--- src/rtl/pdm_modulator.sv ---
`default_nettype none
// ============================================================================
// Module   : pdm_modulator
// Function : First-order sigma-delta PDM transmitter with a one-deep sample
//            hold register and generated PDM bit clock.
// Revision : 1.0 - initial release
// ============================================================================
module pdm_modulator #(
    parameter int CLK_DIV = 32,
    parameter int OSR     = 32
) (
    input  logic        clk,
    input  logic        reset,
    input  logic        en,
    input  logic [15:0] sample_in,
    input  logic        sample_valid,
    output logic        sample_ready,
    output logic        pdm_clk,
    output logic        pdm_out,
    output logic        bit_strobe,
    output logic        frame_strobe,
    output logic        underrun,
    output logic [15:0] underrun_count
);

    localparam int c_DIV_W = $clog2(CLK_DIV);
    localparam int c_BIT_W = $clog2(OSR);

    localparam logic [c_DIV_W-1:0] c_DIV_LAST = c_DIV_W'(CLK_DIV - 1);
    localparam logic [c_DIV_W-1:0] c_DIV_HALF = c_DIV_W'(CLK_DIV / 2);
    localparam logic [c_BIT_W-1:0] c_BIT_LAST = c_BIT_W'(OSR - 1);

    localparam logic [1:0] c_ST_IDLE  = 2'd0;
    localparam logic [1:0] c_ST_PRIME = 2'd1;
    localparam logic [1:0] c_ST_RUN   = 2'd2;

    logic [1:0]         r_state;
    logic [1:0]         w_state_next;
    logic [c_DIV_W-1:0] r_div_cnt;
    logic [c_BIT_W-1:0] r_bit_cnt;
    logic [15:0]        r_acc;
    logic [15:0]        r_active;
    logic [15:0]        r_hold;
    logic               r_hold_full;
    logic               r_pdm_clk;
    logic               r_pdm_out;
    logic               r_bit_strobe;
    logic [15:0]        r_underrun_count;

    logic               w_running;
    logic               w_boundary;
    logic               w_load;
    logic               w_underrun;
    logic               w_ready;
    logic               w_accept;
    logic [c_DIV_W-1:0] w_div_next;
    logic [15:0]        w_next_active;
    logic [15:0]        w_u;
    logic [16:0]        w_sum;

    assign w_running  = en && (r_state != c_ST_IDLE);
    assign w_boundary = w_running && (r_div_cnt == c_DIV_LAST);
    assign w_load     = w_boundary && (r_bit_cnt == c_BIT_LAST);
    assign w_underrun = w_load && (r_state == c_ST_RUN) && !r_hold_full;
    assign w_ready    = (r_state != c_ST_IDLE) && !r_hold_full;
    assign w_accept   = sample_valid && w_ready;
    assign w_div_next = (r_div_cnt == c_DIV_LAST) ? '0 : r_div_cnt + c_DIV_W'(1);

    // A freshly loaded sample already drives the bit emitted on the load edge.
    assign w_next_active = w_load ? (r_hold_full ? r_hold : 16'd0) : r_active;
    assign w_u           = {~w_next_active[15], w_next_active[14:0]};
    assign w_sum         = {1'b0, r_acc} + {1'b0, w_u};

    always_comb begin
        w_state_next = r_state;
        case (r_state)
            c_ST_IDLE: begin
                if (en) w_state_next = c_ST_PRIME;
            end
            c_ST_PRIME: begin
                if (!en)                        w_state_next = c_ST_IDLE;
                else if (w_load && r_hold_full) w_state_next = c_ST_RUN;
            end
            c_ST_RUN: begin
                if (!en) w_state_next = c_ST_IDLE;
            end
            default: w_state_next = c_ST_IDLE;
        endcase
    end

    always_ff @(posedge clk or posedge reset) begin
        if (reset) r_state <= c_ST_IDLE;
        else       r_state <= w_state_next;
    end

    always_ff @(posedge clk or posedge reset) begin
        if (reset) begin
            r_div_cnt    <= '0;
            r_bit_cnt    <= '0;
            r_acc        <= '0;
            r_active     <= '0;
            r_hold       <= '0;
            r_hold_full  <= 1'b0;
            r_pdm_clk    <= 1'b0;
            r_pdm_out    <= 1'b0;
            r_bit_strobe <= 1'b0;
        end else if (!w_running) begin
            // Leaving or sitting in IDLE discards any partial frame and held sample.
            r_div_cnt    <= '0;
            r_bit_cnt    <= '0;
            r_acc        <= '0;
            r_active     <= '0;
            r_hold       <= '0;
            r_hold_full  <= 1'b0;
            r_pdm_clk    <= 1'b0;
            r_pdm_out    <= 1'b0;
            r_bit_strobe <= 1'b0;
        end else begin
            r_div_cnt    <= w_div_next;
            r_pdm_clk    <= (w_div_next >= c_DIV_HALF);
            r_bit_strobe <= w_boundary;
            if (w_boundary) begin
                r_pdm_out <= w_sum[16];
                r_acc     <= w_sum[15:0];
                r_bit_cnt <= (r_bit_cnt == c_BIT_LAST) ? '0 : r_bit_cnt + c_BIT_W'(1);
            end
            if (w_load) begin
                r_active    <= w_next_active;
                r_hold_full <= 1'b0;
            end
            // A capture in the load cycle refills the hold for the following frame.
            if (w_accept) begin
                r_hold      <= sample_in;
                r_hold_full <= 1'b1;
            end
        end
    end

    always_ff @(posedge clk or posedge reset) begin
        if (reset)
            r_underrun_count <= '0;
        else if (w_underrun && (r_underrun_count != 16'hFFFF))
            r_underrun_count <= r_underrun_count + 16'd1;
    end

    assign sample_ready   = w_ready;
    assign pdm_clk        = r_pdm_clk;
    assign pdm_out        = r_pdm_out;
    assign bit_strobe     = r_bit_strobe;
    assign frame_strobe   = w_load;
    assign underrun       = w_underrun;
    assign underrun_count = r_underrun_count;

endmodule
`default_nettype wire

--- config.mk ---
export PLATFORM = sky130hd
export DESIGN_NAME = pdm_modulator
export DESIGN_NICKNAME = d
export VERILOG_FILES = /design/src/rtl/pdm_modulator.sv
export SDC_FILE = /design/constraint.sdc
export NUM_CORES = 1
export LEC_CHECK = 0
export BUFFER_PORTS_ARGS = -buffer_cell sky130_fd_sc_hd__buf_2
export CORE_UTILIZATION = 60
export CTS_BUF_LIST = sky130_fd_sc_hd__clkbuf_4
export DETAILED_ROUTE_END_ITERATION = 8
export GPL_ROUTABILITY_DRIVEN = 0
export PLACE_DENSITY = 0.84
export SYNTH_ARGS = -nofsm -noshare
export SYNTH_HDL_FRONTEND = slang
export SYNTH_SLANG_ARGS = --single-unit
export TNS_END_PERCENT = 1
--- constraint.sdc ---
create_clock -name clk -period 7.5 [get_ports clk]
set_clock_uncertainty 0.15 [all_clocks]
set_input_delay 0 -clock clk [delete_from_list [all_inputs] [get_ports clk]]
set_output_delay 0 -clock clk [all_outputs]
set_load 0.03 [all_outputs]
Yosys cells after proc, flatten, opt, wreduce, memory -nomap -nowiden
Cells that the tools add are included.
{"block": "classes", "n_addsub": 4, "n_mul": 0, "div_mod_pow": 0, "n_lt_le_gt_ge": 1, "eq_ne": 12, "shift": 0, "muxes": 25, "n_bitwise": 1, "reduce_logical": 13}
{"op": "2-to-1 mux 16 bit", "n": 8}
{"op": "2-to-1 mux 5 bit", "n": 5}
{"op": "adder 16 x 16 -> 17 bit", "n": 1}
{"op": "adder 16 x 1 -> 16 bit, second input constant", "n": 1}
{"op": "inequality test 16 bit, second input constant", "n": 1}
{"op": "adder 5 x 1 -> 5 bit, second input constant", "n": 2}
{"op": "== test 5 bit, second input constant", "n": 2}
{"op": "logical AND 1 bit", "n": 9}
{"op": "2-to-1 mux 2 bit", "n": 4}
{"op": "2-to-1 mux 1 bit", "n": 7}
{"op": "inequality test 2 x 1 -> 1 bit, second input constant", "n": 3}
{"op": "one-hot mux 2 bit (3 select lines)", "n": 1}
{"op": ">= comparator 5 bit, second input constant", "n": 1}
{"op": "inequality test 2 bit, second input constant", "n": 2}
{"op": "inequality test 3 x 1 -> 1 bit, second input constant", "n": 1}
{"op": "inequality test 3 bit, second input constant", "n": 1}
{"op": "AND reduction 3 bit", "n": 1}
{"op": "== test 2 x 1 -> 1 bit, second input constant", "n": 1}
{"op": "== test 2 bit, second input constant", "n": 1}
{"op": "logical NOT 2 bit", "n": 1}
{"op": "nonzero test 2 bit", "n": 1}
{"op": "logical NOT 1 bit", "n": 1}
{"op": "NOT 1 bit", "n": 1}
{"block": "word_totals", "ff_bits": 80, "latchBits": 0, "mem_bits_rw": 0, "mem_bits_ro": 0, "inputBits": 20, "out_inout_bits": 22, "elab_cells": 67, "n_memories": 0}

Logic depth before layout (Yosys ltp)
{"block": "depth", "word_depth": 9, "ltp_mapped": 18, "ltp_nobuf": 17}

Worst setup path before layout
No wires, ideal clock.
{"block": "synth_path", "kind": "reg2reg", "from": "register r_div_cnt[0]", "to": "register r_acc[14]", "setup_ps": 122, "arrival_ps": 3240, "required_time_ps": 7228, "setup_slack_ps": 3989, "path_stages_with_launch": 19, "path_buffers": 1, "synth_period_minus_slack_ps": 3511, "path_cell_list": "dfrtp_1 > ha_1 > and3_1 > ha_1 > nand2_4 > inv_4 > nand2_4 > inv_4 > buf_6 > nand3_1 > nand2_1 > ha_1 > inv_1 > fa_1 > nand3b_1 > a21o_1 > a211o_1 > a21o_1 > a32o_1"}
{"block": "synth_between", "elab_chain_len": 7, "word_cells_on_any_way": 8}
{"item": "start: declaration", "line_no": "39", "source": "logic [c_DIV_W-1:0] r_div_cnt;"}
{"item": "start signal: assignment", "line_no": "119", "source": "r_div_cnt <= w_div_next;"}
{"item": "== test 5 bit", "line_no": "62", "source": "assign w_boundary = w_running && (r_div_cnt == c_DIV_LAST);"}
{"item": "logical AND 1 bit", "line_no": "62"}
{"item": "logical AND 1 bit", "line_no": "63", "source": "assign w_load = w_boundary && (r_bit_cnt == c_BIT_LAST);"}
{"item": "net frame_strobe", "line_no": "21", "source": "output logic frame_strobe,"}
{"item": "2-to-1 mux 16 bit", "line_no": "70", "source": "assign w_next_active = w_load ? (r_hold_full ? r_hold : 16'd0) : r_active;"}
{"item": "adder 16 x 16 -> 17 bit", "line_no": "72", "source": "assign w_sum = {1'b0, r_acc} + {1'b0, w_u};"}
{"item": "2-to-1 mux 16 bit", "line_no": "122", "source": "if (w_boundary) begin"}
{"item": "2-to-1 mux 16 bit", "line_no": "107", "source": "end else if (!w_running) begin"}
{"item": "end signal: assignment", "line_no": "124", "source": "r_acc <= w_sum[15:0];"}
{"item": "end: declaration", "line_no": "41", "source": "logic [15:0] r_acc;"}
The timed path passes the listed nets, and every way through them passes these cells. The select of a mux whose other input is x is not followed.
A chain may end at the register's enable or synchronous reset.

Worst setup path in the final report
{"block": "layout_path", "from": "register r_div_cnt[0]", "to": "register r_acc[14]"}
{"block": "layout_between", "elab_chain_len": 7, "word_cells_on_any_way": 8}
{"item": "== test 5 bit (*)", "line_no": "62"}
{"item": "logical AND 1 bit (*)", "line_no": "62"}
{"item": "logical AND 1 bit", "line_no": "63"}
{"item": "2-to-1 mux 16 bit", "line_no": "70"}
{"item": "adder 16 x 16 -> 17 bit", "line_no": "72"}
{"item": "2-to-1 mux 16 bit", "line_no": "122"}
{"item": "2-to-1 mux 16 bit", "line_no": "107"}
Every way passes the cells marked *; elsewhere a longest branch is shown, timed or not. The select of a mux whose other input is x is not followed.

==> results.yml <==
synthesis:
  syn_area_mm2: 0.00436
  yosysWarningCount: 0
  ys_top_cells_by_area: "dfrtp_1 45%, ha_1 7.2%, nand2_1 4.7%"
  synth_top_area_frac: 0.454
  synth_compound_area_frac: 0.167
  netlist_top_cells_count: "79 x dfrtp_1, 54 x nand2_1, 35 x a21oi_1, 30 x nand3_1"
  synth_area_per_cell_um2: 9.97
  async_flop_share: 1.00
  postSynthCellCount: 437
  yosysTopAreaCell: "dfrtp_1"
  synthXorXnorAreaFrac: 0.0379
  synth_seq_area_share: 0.454
  synthSimpleGateAreaFrac: 0.207
  synth_top_family_by_area: "simple AND/OR/NAND/NOR gates"
  synth_nets: 483
  yosys.cell_count.top_type: "dfrtp_1"
  synth-edff-count: 0
  ys_types: 62
  synth_fa_ha_area_frac: 0.0764
  muxShareOfSynthArea: 0.0282
  synthFlopType: "dfrtp_1"
  ys_ff_latch: 79
global_route:
  grt_pass1_wl_um: 16400
  overflow: 0
  grt_pass1_vias: 3436
  grt_max_degree: 80
  track_usage: 0.285
  antenna_found_initial: 0
layout:
  fin_nets: 538
  area_delta_synth_final_pct: 14.2
  stdcell_area_mm2: 0.00497
  drive_gt1_frac: 0.167
  fillers: 508
  seqCellArea_mm2: 0.00198
  multi_input_area_mm2: 0.00225
  diodes: 0
pwr:
  p_seq_frac: 0.562
  vdd_ir_drop_max_mv: 0.112
  power_density_mw_per_mm2: 156
  p_int_w: 0.000585
  leakagePower_nw: 2.59
  sw_frac_of_total: 0.245
  combPwrFrac: 0.048
  clock_power_share: 0.390
  power.switching_w: 0.000189
floorplanning:
  fp.dieH_um: 87.2
  placementRows: 30
  num_io_pins: 42
  core_mm2: 0.00691
  initial_utilization: 0.631
  fp.dieW_um: 87.2
  die_area_mm2: 0.00760
placement:
  port_buffers: 41
  dp_hpwl_um: 6670
  dpl-instance-area_mm2: 0.00462
sta:
  clock.fmax_mhz: 239
  finalHoldViolCount: 0
  whs_ns: 0.142
  min_period_ns: 4.19
  rsz0062_at_grt: "false"
  tns_ns: 0
  drv_slew: 0
  worst_pin_slew_ns: 1.20
  slew_headroom: 0.198
  setup_viol: 0
  finalCritPeriodShare: 0.559
drt:
  ant_nets: 0
  first_iter_violations: 311
  dr.pass1.iters: 5
  vias_per_cell: 6.09
  drc: 0
  finalWirelength_um: 10000
  wl_per_cell_um: 16.9
  via_count: 3611
clock_network:
  cts-root-buf: "clkbuf_4"
  cts_tree: "built"
  cts_setup_buffers: 0
  htreeDepth: 3
  cts.sinks: 79
  cts_buffers: 9
  clk_pin_slew_ns: 0.15
  worst_skew_pair.late_latency_ns: 0.45
  cts.path.max_buffers: 2
hold_path:
  hp-class: "in -> reg"
critical_path:
  crit_arrival_ns: 4.37
  cp_max_fo: 32
  start_kind: "flip-flop"
  cp.required_ns: 7.68
  crit_type: "reg -> reg"
  endpoint_kind: "flip-flop"
run_status:
  outcome: "finished clean"
run:
  maxCapViolations: 0
registers in the layout, indices dropped and copies added, names as in the netlist, 2 cells and up:
name            count
r_acc              16
r_active           16
r_hold             16
underrun_count     16
r_bit_cnt           5
r_div_cnt           5
r_state             2
worst max-delay path, stage by stage (launching register included):
cell      delay [ns]
dfrtp_1         0.40
ha_1            0.19
and3_1          0.16
ha_1            0.13
buf_4           0.35
nand2_4         0.11
inv_4           0.11
nand2_4         0.15
inv_4           0.22
nand3_1         0.15
nand2_1         0.15
ha_1            0.20
inv_1           0.07
fa_1            0.39
nand3b_1        0.24
a21o_1          0.20
a211o_1         0.27
a21o_1          0.18
a32o_1          0.24
path summary, 6_finish.rpt:
path	start	to	slack (ns)	cells after the start
min in group asynchronous	reset	underrun_count[12]	0.25	4
worst max-delay path	r_div_cnt[0]	r_acc[14]	3.31	18
worst max register to register	r_div_cnt[0]	r_acc[14]	3.31	18
max in group asynchronous	reset	r_acc[10]	6.33	4
worst min register to register	r_div_cnt[0]	r_div_cnt[0]	0.33	1
worst min-delay path	sample_in[13]	r_hold[13]	0.14	3
per-stage QoR:
| step | std cells | util | worst slack (ns) | total power, W |
|---|---|---|---|---|
| floorplan | 437 | - | 3.99 | 0.000459 |
| global placement | 559 | 0.669 | 3.59 | 0.000471 |
| detailed placement | 559 | 0.669 | 3.42 | 0.000472 |
| CTS | 593 | 0.720 | 3.36 | 0.000777 |
| global route | 593 | 0.720 | 3.08 | 0.000800 |
| finish | 593 | 0.720 | 3.31 | 0.000774 |
cells by family (layout without fill, tap and decap cells):
| kind of cell | Yosys count | after routing |
|---|---|---|
| xor+xnor | 18 | 18 |
| mux | 12 | 12 |
| buf+inv | 28 | 88 |
| compound gates | 105 | 105 |
| simple gates | 169 | 169 |
| flops | 79 | 79 |
| fa+ha+maj | 26 | 26 |
repair_timing:
item | in CTS | in global routing
hold buffers | 18 | 0
gates resized for setup | 0 | 0
hold endpoints to repair | 109 | 0
power by group through the flow:
stage / registers [W] / clock network, W / logic [W]
global placement: 0.000442 / 0 / 0.0000289
floorplan: 0.000440 / 0 / 0.0000195
detailed placement: 0.000442 / 0 / 0.0000300
global route: 0.000435 / 0.000323 / 0.0000413
CTS: 0.000435 / 0.000306 / 0.0000372
finish: 0.000435 / 0.000302 / 0.0000373
cells in the final DEF, fill, tap and decap left out, drive strengths merged, types with 5 or more instances in the layout:
cell type    synthesis  final
ha                  25     25
nand2b               5      5
nand2               56     56
a21o                 9      9
clkbuf               8      9
dfrtp               79     79
nand3b               5      5
and3                17     17
o21ai               12     12
buf                 10     44
nand4                5      5
nor2                25     25
nor3                 8      8
xnor2               12     12
nand3               30     30
dlygate4sd3          0     18
mux2i               10     10
inv                 10     13
a21oi               36     36
xor2                 6      6
a22o                16     16
routing by layer:
layer  vias up  GRT usage  part of all wire
met5         -          0                 0
met3        20     0.0493             0.057
li1       1704          -                 -
met1      1743      0.379              0.43
met4         0     0.0849             0.018
met2       144      0.480              0.50
layout make-up:
type                    count  share of cell area
multi-input cells         330               0.453
flip-flops and latches     79               0.398
repair buffers             62              0.0820
well taps                  96              0.0242
clock inverters             7              0.0206
clock buffers               9              0.0136
inverters                  10             0.00856
Note: power is estimated with default switching activity, not from simulation.
